`config.mk`:
```
export PLATFORM = sky130hd
export DESIGN_NAME = signal_conflict_monitor
export DESIGN_NICKNAME = d
export VERILOG_FILES = /design/src/rtl/signal_conflict_monitor.sv
export SDC_FILE = /design/constraint.sdc
export NUM_CORES = 1
export LEC_CHECK = 0
export ABC_AREA = 1
export BUFFER_PORTS_ARGS = -buffer_cell sky130_fd_sc_hd__buf_2
export CAP_MARGIN = 20
export CORE_ASPECT_RATIO = 1.5
export CORE_MARGIN = 10
export CORE_UTILIZATION = 50
export DETAILED_ROUTE_END_ITERATION = 10
export PLACE_DENSITY = 0.79
export RECOVER_POWER = 25
export SYNTH_ARGS = -nofsm -noshare
export SYNTH_HDL_FRONTEND = slang
export SYNTH_SLANG_ARGS = --single-unit
```
`constraint.sdc`:
```
create_clock -name clk -period 1.3 [get_ports clk]
set_input_delay 0.195 -clock clk [delete_from_list [all_inputs] [get_ports clk]]
set_output_delay 0.195 -clock clk [all_outputs]
set_load 0.005 [all_outputs]
```
`src/rtl/signal_conflict_monitor.sv`:
```
// Safety stage behind the signal controller: checks lamp buses for illegal
// states and drives either a registered pass-through or a red fail-safe.
module signal_conflict_monitor #(
    parameter int FAULT_PERSIST = 3,
    parameter int WDOG_MAX      = 32,
    parameter int FLASH_HALF    = 4,
    parameter int ALL_RED       = 2
) (
    input  logic       clk,
    input  logic       rst,
    input  logic [2:0] in_RS,
    input  logic [2:0] in_RD,
    input  logic [2:0] in_RT,
    input  logic [2:0] in_LD,
    input  logic       fault_clr,
    output logic [2:0] out_RS,
    output logic [2:0] out_RD,
    output logic [2:0] out_RT,
    output logic [2:0] out_LD,
    output logic       fault,
    output logic [3:0] fault_code
);

    localparam int PW = $clog2(FAULT_PERSIST + 1);
    localparam int WW = $clog2(WDOG_MAX + 1);
    localparam int FW = $clog2(2 * FLASH_HALF + 1);
    localparam int RW = $clog2(ALL_RED + 1);

    localparam logic [2:0]  GRN  = 3'b001;
    localparam logic [2:0]  YEL  = 3'b010;
    localparam logic [2:0]  RED  = 3'b100;
    localparam logic [11:0] RED4 = {4{RED}};

    typedef enum logic [1:0] {
        S_RECOVER,
        S_MONITOR,
        S_PENDING,
        S_FAULT
    } state_t;

    state_t        state, state_n;
    logic [PW-1:0] pcnt, pcnt_n;
    logic [WW-1:0] wcnt, wcnt_n;
    logic [FW-1:0] fcnt, fcnt_n;
    logic [RW-1:0] rcnt, rcnt_n;
    logic [3:0]    shadow, shadow_n, code_n;
    logic [11:0]   lamp_in, lamp_prev, lamp_n;
    logic          fault_n;
    logic          enc, conf, skip, wdog, same;
    logic [3:0]    ec;

    function automatic logic is_bad(input logic [2:0] v);
        return !(v == GRN || v == YEL || v == RED);
    endfunction

    function automatic logic is_lit(input logic [2:0] v);
        return v != RED;
    endfunction

    function automatic logic skipped(input logic [2:0] p, input logic [2:0] c);
        return p == GRN && c == RED;
    endfunction

    assign lamp_in = {in_RS, in_RD, in_RT, in_LD};

    assign enc = is_bad(in_RS) | is_bad(in_RD) | is_bad(in_RT) | is_bad(in_LD);

    // Only {RS,LD} and {RS,RD} may show right-of-way together
    assign conf = (is_lit(in_RT) &&
                   (is_lit(in_RS) || is_lit(in_RD) || is_lit(in_LD))) ||
                  (is_lit(in_RD) && is_lit(in_LD));

    assign skip = skipped(lamp_prev[11:9], in_RS) |
                  skipped(lamp_prev[8:6],  in_RD) |
                  skipped(lamp_prev[5:3],  in_RT) |
                  skipped(lamp_prev[2:0],  in_LD);

    assign same = lamp_in == lamp_prev;
    assign wdog = wcnt == WW'(WDOG_MAX);
    assign ec   = {2'b00, conf, enc};

    always_ff @(posedge clk) begin
        if (!rst) begin
            state      <= S_RECOVER;
            pcnt       <= '0;
            wcnt       <= '0;
            fcnt       <= '0;
            rcnt       <= '0;
            shadow     <= '0;
            lamp_prev  <= RED4;
            fault      <= 1'b0;
            fault_code <= '0;
            {out_RS, out_RD, out_RT, out_LD} <= RED4;
        end else begin
            state      <= state_n;
            pcnt       <= pcnt_n;
            wcnt       <= wcnt_n;
            fcnt       <= fcnt_n;
            rcnt       <= rcnt_n;
            shadow     <= shadow_n;
            lamp_prev  <= lamp_in;
            fault      <= fault_n;
            fault_code <= code_n;
            {out_RS, out_RD, out_RT, out_LD} <= lamp_n;
        end
    end

    always_comb begin
        state_n  = state;
        pcnt_n   = pcnt;
        wcnt_n   = '0;
        fcnt_n   = '0;
        rcnt_n   = rcnt;
        shadow_n = shadow;
        code_n   = fault_code;
        lamp_n   = RED4;
        unique case (state)
            S_MONITOR: begin
                wcnt_n = same ? (wdog ? wcnt : wcnt + WW'(1)) : '0;
                if (skip || wdog || ((enc || conf) && FAULT_PERSIST == 1)) begin
                    state_n = S_FAULT;
                    code_n  = {wdog, skip, conf, enc};
                    fcnt_n  = FW'(1);
                end else if (enc || conf) begin
                    state_n  = S_PENDING;
                    pcnt_n   = PW'(1);
                    shadow_n = ec;
                end else begin
                    lamp_n = lamp_in;
                end
            end
            S_PENDING: begin
                if (enc || conf) begin
                    shadow_n = shadow | ec;
                    if (pcnt == PW'(FAULT_PERSIST - 1)) begin
                        state_n  = S_FAULT;
                        code_n   = shadow | ec;
                        fcnt_n   = FW'(1);
                        pcnt_n   = '0;
                        shadow_n = '0;
                    end else begin
                        pcnt_n = pcnt + PW'(1);
                    end
                end else begin
                    state_n  = S_MONITOR;
                    pcnt_n   = '0;
                    shadow_n = '0;
                end
            end
            S_FAULT: begin
                code_n = fault_code | {1'b0, skip, conf, enc};
                lamp_n = (fcnt < FW'(FLASH_HALF)) ? RED4 : '0;
                fcnt_n = (fcnt == FW'(2 * FLASH_HALF - 1)) ? '0 : fcnt + FW'(1);
                if (fault_clr && !enc && !conf) begin
                    state_n = S_RECOVER;
                    code_n  = '0;
                    rcnt_n  = '0;
                    fcnt_n  = '0;
                    lamp_n  = RED4;
                end
            end
            S_RECOVER: begin
                if (!enc && !conf) begin
                    if (rcnt == RW'(ALL_RED - 1)) begin
                        state_n = S_MONITOR;
                        rcnt_n  = '0;
                    end else begin
                        rcnt_n = rcnt + RW'(1);
                    end
                end else begin
                    rcnt_n = '0;
                end
            end
            default: state_n = S_RECOVER;
        endcase
    end

    assign fault_n = state_n == S_FAULT;

endmodule
```
==> flow_summary.ini, run 1 <==
[clocking]
cts_buffer_depth = 2
clock_latency_ns = 0.30
clock-root-buffer = clkbuf_8
clkTransAtPathRegs_ns = 0.09
cts_hold_buf = 0
cts_max_level = 2
numCtsBuffers = 5
cts.sinks = 47
cts_tree = yes

[global_routing]
grt_max_degree = 20
grt_pass1_wl_mm = 10.4
grt_pass1_vias = 2347
antenna_found_initial = 0
gr-total-overflow = 0
grt_usage_pct = 17.4

[timing]
report.final.hold_viol_count = 0
fmax_mhz = 668
worst_slack_ns = -0.197
hold-worst-slack_ns = 0.179
slew_headroom_pct = 69.5
worst_pin_slew_ns = 0.455
rsz0062_at_grt = yes
finalClockSkew_ns = 0.00595
drv_slew = 0
fin_crit_sh_pct = 115
fin_crit_ns = 1.50
setup_violations = 30

[worst_setup_path]
r2r_cells = 10
cp-start-kind = register
end_kind = register
crit_arrival_ns = 1.71
critical_path_class = reg2reg
critPathRequiredTime_ns = 1.51
rr_endpoint = fault_code[0]$_SDFFE_PN0P_
r2r_start = lamp_prev[4]$_SDFF_PN0_
r2r_setup_slack_ns = -0.20
critical_path.max_fanout = 5

[floorplanning]
core_sq_mm = 0.00425
die_w_um = 74.4
io_pins = 32
initial_core_util_pct = 52.2
die_area_sq_mm = 0.00755
row_count = 29
die_y_um = 102

[layout]
stdcell_count = 464
layout_commonest_cell = buf_4
multi_input_area_sq_mm = 0.00139
drive_above_1_share_pct = 47.4
n_fill_cell = 294
syn_to_final_growth_pct = 51.7
seq_area_sq_um = 956
final_cell_mix = 58 x buf_4, 57 x nand2_1, 37 x dfxtp_1
insertedDiodeCount = 0
final_net_count = 435

[placement]
place.detailed.hpwl_mm = 4.69
portBuffers = 31
place_inst = 448
place_ws_ns = -0.427
gp_congestion = 1.00

[routing]
first_iter_violations = 149
vias = 2510
routed_via_density = 5.41
avgRoutedWirePerCell_um = 15.5
dr.pass1.iters = 4
drt_wl_total_mm = 7.21
drc = 0
ant_nets = 0

[power_and_ir_drop]
powerDensity_mw_per_mm2 = 871
power_frac_clock_pct = 38.9
p_sw_share_pct = 23.7
power.leakage_nw = 1.63
p_sw_mw = 0.694
seqPwrFrac_pct = 50.4
power_mw = 2.93
ir_drop_v = 0.00126
comb_power_share_pct = 10.7
intPower_mw = 2.24

[yosys]
synth_flop_cell = dfxtp_1
syn_avg_cell_area_sq_um = 6.95
synth_async_sr_flop_share_pct = 0
syn-num-nets = 337
synth_warnings = 0
seq_area_frac_synth_pct = 42.5
yosys_register_bits = 47
synth_area_sq_mm = 0.00222
yosysUniqueCellTypes = 34
synthCells = 319
synth_edf_count = 0

[min_path]
hold_start = in_RS[0]
hp-class = in2reg
holdPathEnd = lamp_prev[9]$_SDFF_PN0_
hold_path_depth = 3

[run]
cap_violations = 0

[outcome]
violations = setup timing
status = finished, violations left
## metrics by stage
stage | TNS, ns | instance area (sq um) | utilization, %
floorplan | 0 | 2230 | -
global placement | -8.30 | 2840 | 66.8
detailed placement | -9.06 | 2840 | 66.8
CTS | -1.70 | 3120 | 73.5
global route | -5.11 | 3360 | 79.2
finish | -2.47 | 3360 | 79.2
## worst max-delay path by stage
stage | from | end | slack, ns | depth (start not counted)
after floorplan | in_LD[0] | shadow[1]$_SDFFE_PN0P_ | 0.0001 | 11
after detailed placement | in_LD[0] | out_RS[1]$_SDFF_PN0_ | -0.43 | 10
final | lamp_prev[4]$_SDFF_PN0_ | fault_code[0]$_SDFFE_PN0P_ | -0.20 | 10
after global placement | in_RS[0] | shadow[1]$_SDFFE_PN0P_ | -0.36 | 12
after global routing | lamp_prev[10]$_SDFF_PN0_ | fault_code[3]$_SDFFE_PN0P_ | -0.28 | 11
after CTS | lamp_prev[6]$_SDFF_PN0_ | wcnt[3]$_SDFFE_PN0N_ | -0.11 | 7
## layer usage
| metal | track usage, % | vias to the layer above | part of all wire (%) |
|---|---|---|---|
| li1 | - | 1206 | - |
| met1 | 17.6 | 1154 | 36 |
| met2 | 32.0 | 106 | 52 |
| met3 | 4.31 | 44 | 6.1 |
| met4 | 7.91 | 0 | 5.8 |
| met5 | 0 | - | 0 |
## critical path, cell delays in order (launching register included)
cell     delay (ns)
dfxtp_1        0.34
nor3_2         0.19
nand2_1        0.09
nand2_2        0.11
nor2_4         0.06
nand3_4        0.14
nand2_4        0.06
nor2_4         0.14
o21ai_0        0.14
nand2_1        0.10
nor2_1         0.04
## sequential cells by signal (all words and copies together) (netlist names), 3 cells and up
register and count:
lamp_prev 12, wcnt 6, fault_code 4, fcnt 4, out_LD 3, out_RD 3, out_RS 3, out_RT 3
## logic make-up after synthesis
kind of cell	Yosys count	synth area share, %
xor gates and xnor gates	7	2.77
DFF	47	42.5
and+or+nand+nor	172	34.2
adders and majority gates	3	1.69
AOI/OAI and AO/OA	38	9.71
buffers and inverters	52	9.20
## area by class of cell
cell class                 instances  area share, %
clock buffer                       6           2.46
inverter                          49           5.55
clock inverter                     2           1.15
tap                               46           1.71
multi-input combinational        220           41.5
timing repair buffer              94           19.2
sequential                        47           28.4
## timing repair
item | CTS | global route
gates resized for setup | 49 | 62
cloned | 0 | 0
endpoints found under the setup margin | 31 | 34
buffers inserted | 3 | 5
pin swaps | 25 | 29
## power groups by stage
stage / Combinational [mW] / Sequential, mW / Clock, mW
finish: 0.314 / 1.48 / 1.14
CTS: 0.272 / 1.47 / 1.14
global route: 0.337 / 1.48 / 1.19
detailed placement: 0.250 / 1.50 / 0
global placement: 0.247 / 1.50 / 0
floorplan: 0.110 / 1.50 / 0
## cells in the mapped netlist (2+ instances only)
| master | instances | area share (%) |
|---|---|---|
| ha_1 | 3 | 1.7 |
| o22ai_1 | 4 | 1.1 |
| inv_1 | 47 | 8.0 |
| xnor2_1 | 4 | 1.6 |
| nand2_1 | 73 | 12 |
| nor2_2 | 6 | 1.7 |
| nand4_1 | 5 | 1.4 |
| dfxtp_1 | 47 | 42 |
| nor2_1 | 49 | 8.3 |
| a21oi_1 | 10 | 2.3 |
| nand2_2 | 5 | 1.4 |
| nor2_4 | 2 | 1.0 |
| o21ai_0 | 15 | 3.4 |
| nor3_1 | 6 | 1.4 |
| xor2_1 | 3 | 1.2 |
| nand3_1 | 20 | 4.5 |
| o21ai_1 | 3 | 0.68 |
(Power assumes the default switching activity.)
==> run 2: changes to the inputs <==
--- a/config.mk
+++ b/config.mk
@@ -12,7 +12,7 @@
 export CORE_MARGIN = 10
 export CORE_UTILIZATION = 50
 export DETAILED_ROUTE_END_ITERATION = 10
-export PLACE_DENSITY = 0.79
+export PLACE_DENSITY = 0.76
 export RECOVER_POWER = 25
 export SYNTH_ARGS = -nofsm -noshare
 export SYNTH_HDL_FRONTEND = slang
==> constraint.sdc (replaced) <==
create_clock -name clk -period 1.6 [get_ports clk]
set_input_delay 0.24 -clock clk [delete_from_list [all_inputs] [get_ports clk]]
set_output_delay 0.24 -clock clk [all_outputs]
set_load 0.005 [all_outputs]
==> run 2 against run 1 <==
- the run now ends clean
- sequential share of layout area increased by 6.1 points
- total power decreased by 29%
- clock skew decreased by 0.0010 ns
- core utilization decreased by 15 points
- die area unchanged
- fmax decreased by 2.0%
- sequential power decreased by 19%
- design area decreased by 19%
- critical path depth decreased by 2
- count of clock-buffer cells in the layout unchanged
- register-to-register slack improved by 0.27 ns
==> flow_summary.ini, run 2 (synthesis gave the netlist of run 1 again) <==
[outcome]
status = finished clean

[layout]
largest-register = lamp_prev
largest_reg_flops = 12
final_net_count = 397
final_cell_mix = 71 x nand2_1, 47 x inv_1, 46 x nor2_1
layout_commonest_cell = nand2_1
syn_to_final_growth_pct = 23.2
drive_above_1_share_pct = 23.5
insertedDiodeCount = 0
final_cell_area_sq_mm = 0.00273
reg_top3 = lamp_prev x12, wcnt x6

[power_and_ir_drop]
power.leakage_nw = 1.35
intPower_mw = 1.60
powerDensity_mw_per_mm2 = 761
p_sw_mw = 0.480
seqPwrFrac_pct = 57.7
ir_drop_v = 0.000731
comb_power_share_pct = 8.3
power_frac_clock_pct = 34.0
power_mw = 2.08
p_sw_share_pct = 23.1

[placement]
gp_congestion = 0.970
place.detailed.hpwl_mm = 4.15
place_ws_ns = -0.116
place_area_sq_mm = 0.00259
portBuffers = 31

[worst_setup_path]
crit_arrival_ns = 1.71
critical_path_class = reg2reg
worstPathCellList = inv_1 -> ha_1 -> nand4_1 -> buf_4 -> nand2_1 -> nand2_1 -> and3_1 -> nand3_1
r2r_cells = 8
cp-startpoint = wcnt[1]$_SDFFE_PN0N_
cpPeakStageDelay_ns = 0.39
end_kind = register
crit_slowest_cell = dfxtp_1
critPathRequiredTime_ns = 1.78
cp-start-kind = register
path_common_cell = nand2_1
critical_path.max_fanout = 4
r2r_start = wcnt[1]$_SDFFE_PN0N_

[timing]
report.final.hold_viol_count = 0
setup_violations = 0
worst_slack_ns = 0.0724
hold-worst-slack_ns = 0.175
worst_pin_slew_ns = 0.283
drv_slew = 0
finalClockSkew_ns = 0.00494
fin_crit_sh_pct = 95.5
fmax_mhz = 655
fin_crit_ns = 1.53
slew_headroom_pct = 81.0

[clocking]
cts_hold_buf = 0
cts_buffer_depth = 2
cts_tree = yes
cts_max_level = 2
clock_latency_ns = 0.30
clkTransAtPathRegs_ns = 0.08
cts.sinks = 47
numCtsBuffers = 5
clock-root-buffer = clkbuf_8

[routing]
first_iter_violations = 156
drt_wl_total_mm = 5.38
ant_nets = 0
dr.pass1.iters = 4
avgRoutedWirePerCell_um = 12.7
routed_via_density = 5.12
vias = 2178
drc = 0

[global_routing]
grt_max_degree = 20
antenna_found_initial = 0
gr-total-overflow = 0
grt_usage_pct = 15.3
grt_pass1_wl_mm = 9.30
grt_pass1_vias = 2141

[floorplanning]
io_pins = 32
die_w_um = 74.4
initial_core_util_pct = 52.2
die_y_um = 102
row_count = 29
core_sq_mm = 0.00425
die_area_sq_mm = 0.00755

[min_path]
hp-class = in2reg
hold_start = in_RT[0]
hold_path_depth = 3

[run]
cap_violations = 0
[run 2: cell count changes in the layout (fill, tap and decap cells not counted), sizes merged]
cell / before / now
buf: 94 / 54
bufinv: 1 / 0
clkbuf: 6 / 8
clkinv: 1 / 2
inv: 49 / 48
[run 2: power groups by stage]
stage | Combinational (mW) | Sequential [mW] | Clock [mW]
after floorplan | 0.0885 | 1.22 | 0
after CTS | 0.168 | 1.20 | 0.717
after global placement | 0.165 | 1.22 | 0
after detailed placement | 0.166 | 1.22 | 0
final | 0.173 | 1.20 | 0.706
after global routing | 0.195 | 1.20 | 0.760
[run 2: layout make-up]
| class | instances | area [sq um] |
|---|---|---|
| Fill cell | 414 | 1520 |
| Sequential cell | 47 | 943 |
| Multi-Input combinational cell | 220 | 1120 |
| Clock inverter | 1 | 5.00 |
| Tap cell | 46 | 57.6 |
| Inverter | 49 | 184 |
| Timing Repair Buffer | 56 | 340 |
| Clock buffer | 6 | 82.6 |
[run 2: metrics by stage]
step,utilization [%],setup TNS [ns],std cells
final,64.3,0,425
after global routing,64.3,-0.255,425
after CTS,63.0,0,424
after detailed placement,61.0,-1.33,417
after global placement,61.0,-0.906,417
after floorplan,-,0,319
[run 2: timing repair]
| item | CTS | global route |
|---|---|---|
| resized for setup | 0 | 13 |
| buffers inserted | 0 | 1 |
| endpoints found under the setup margin | 0 | 21 |
[run 2: final timing paths]
check,slack [ns],endpoint
worst max-delay path,0.07,out_LD[2]$_SDFF_PN1_
worst min register to register,0.43,rcnt[1]$_SDFFE_PN0P_
worst min-delay path,0.18,lamp_prev[3]$_SDFF_PN0_
worst max register to register,0.07,out_LD[2]$_SDFF_PN1_
[run 2: worst max-delay path: cells and delay by family (launching register included)]
kind | cells | cell delay, ns
fa+ha+maj | 1 | 0.17
simple gates | 5 | 0.64
flops | 1 | 0.39
buf+inv | 2 | 0.21
[run 2: routing by layer]
layer | routed length (um) | up-vias | track usage, %
li1 | - | 1118 | -
met1 | 2170 | 992 | 17.0
met4 | 131 | 0 | 6.64
met5 | 0 | - | 0
met2 | 2740 | 56 | 26.4
met3 | 338 | 12 | 4.01
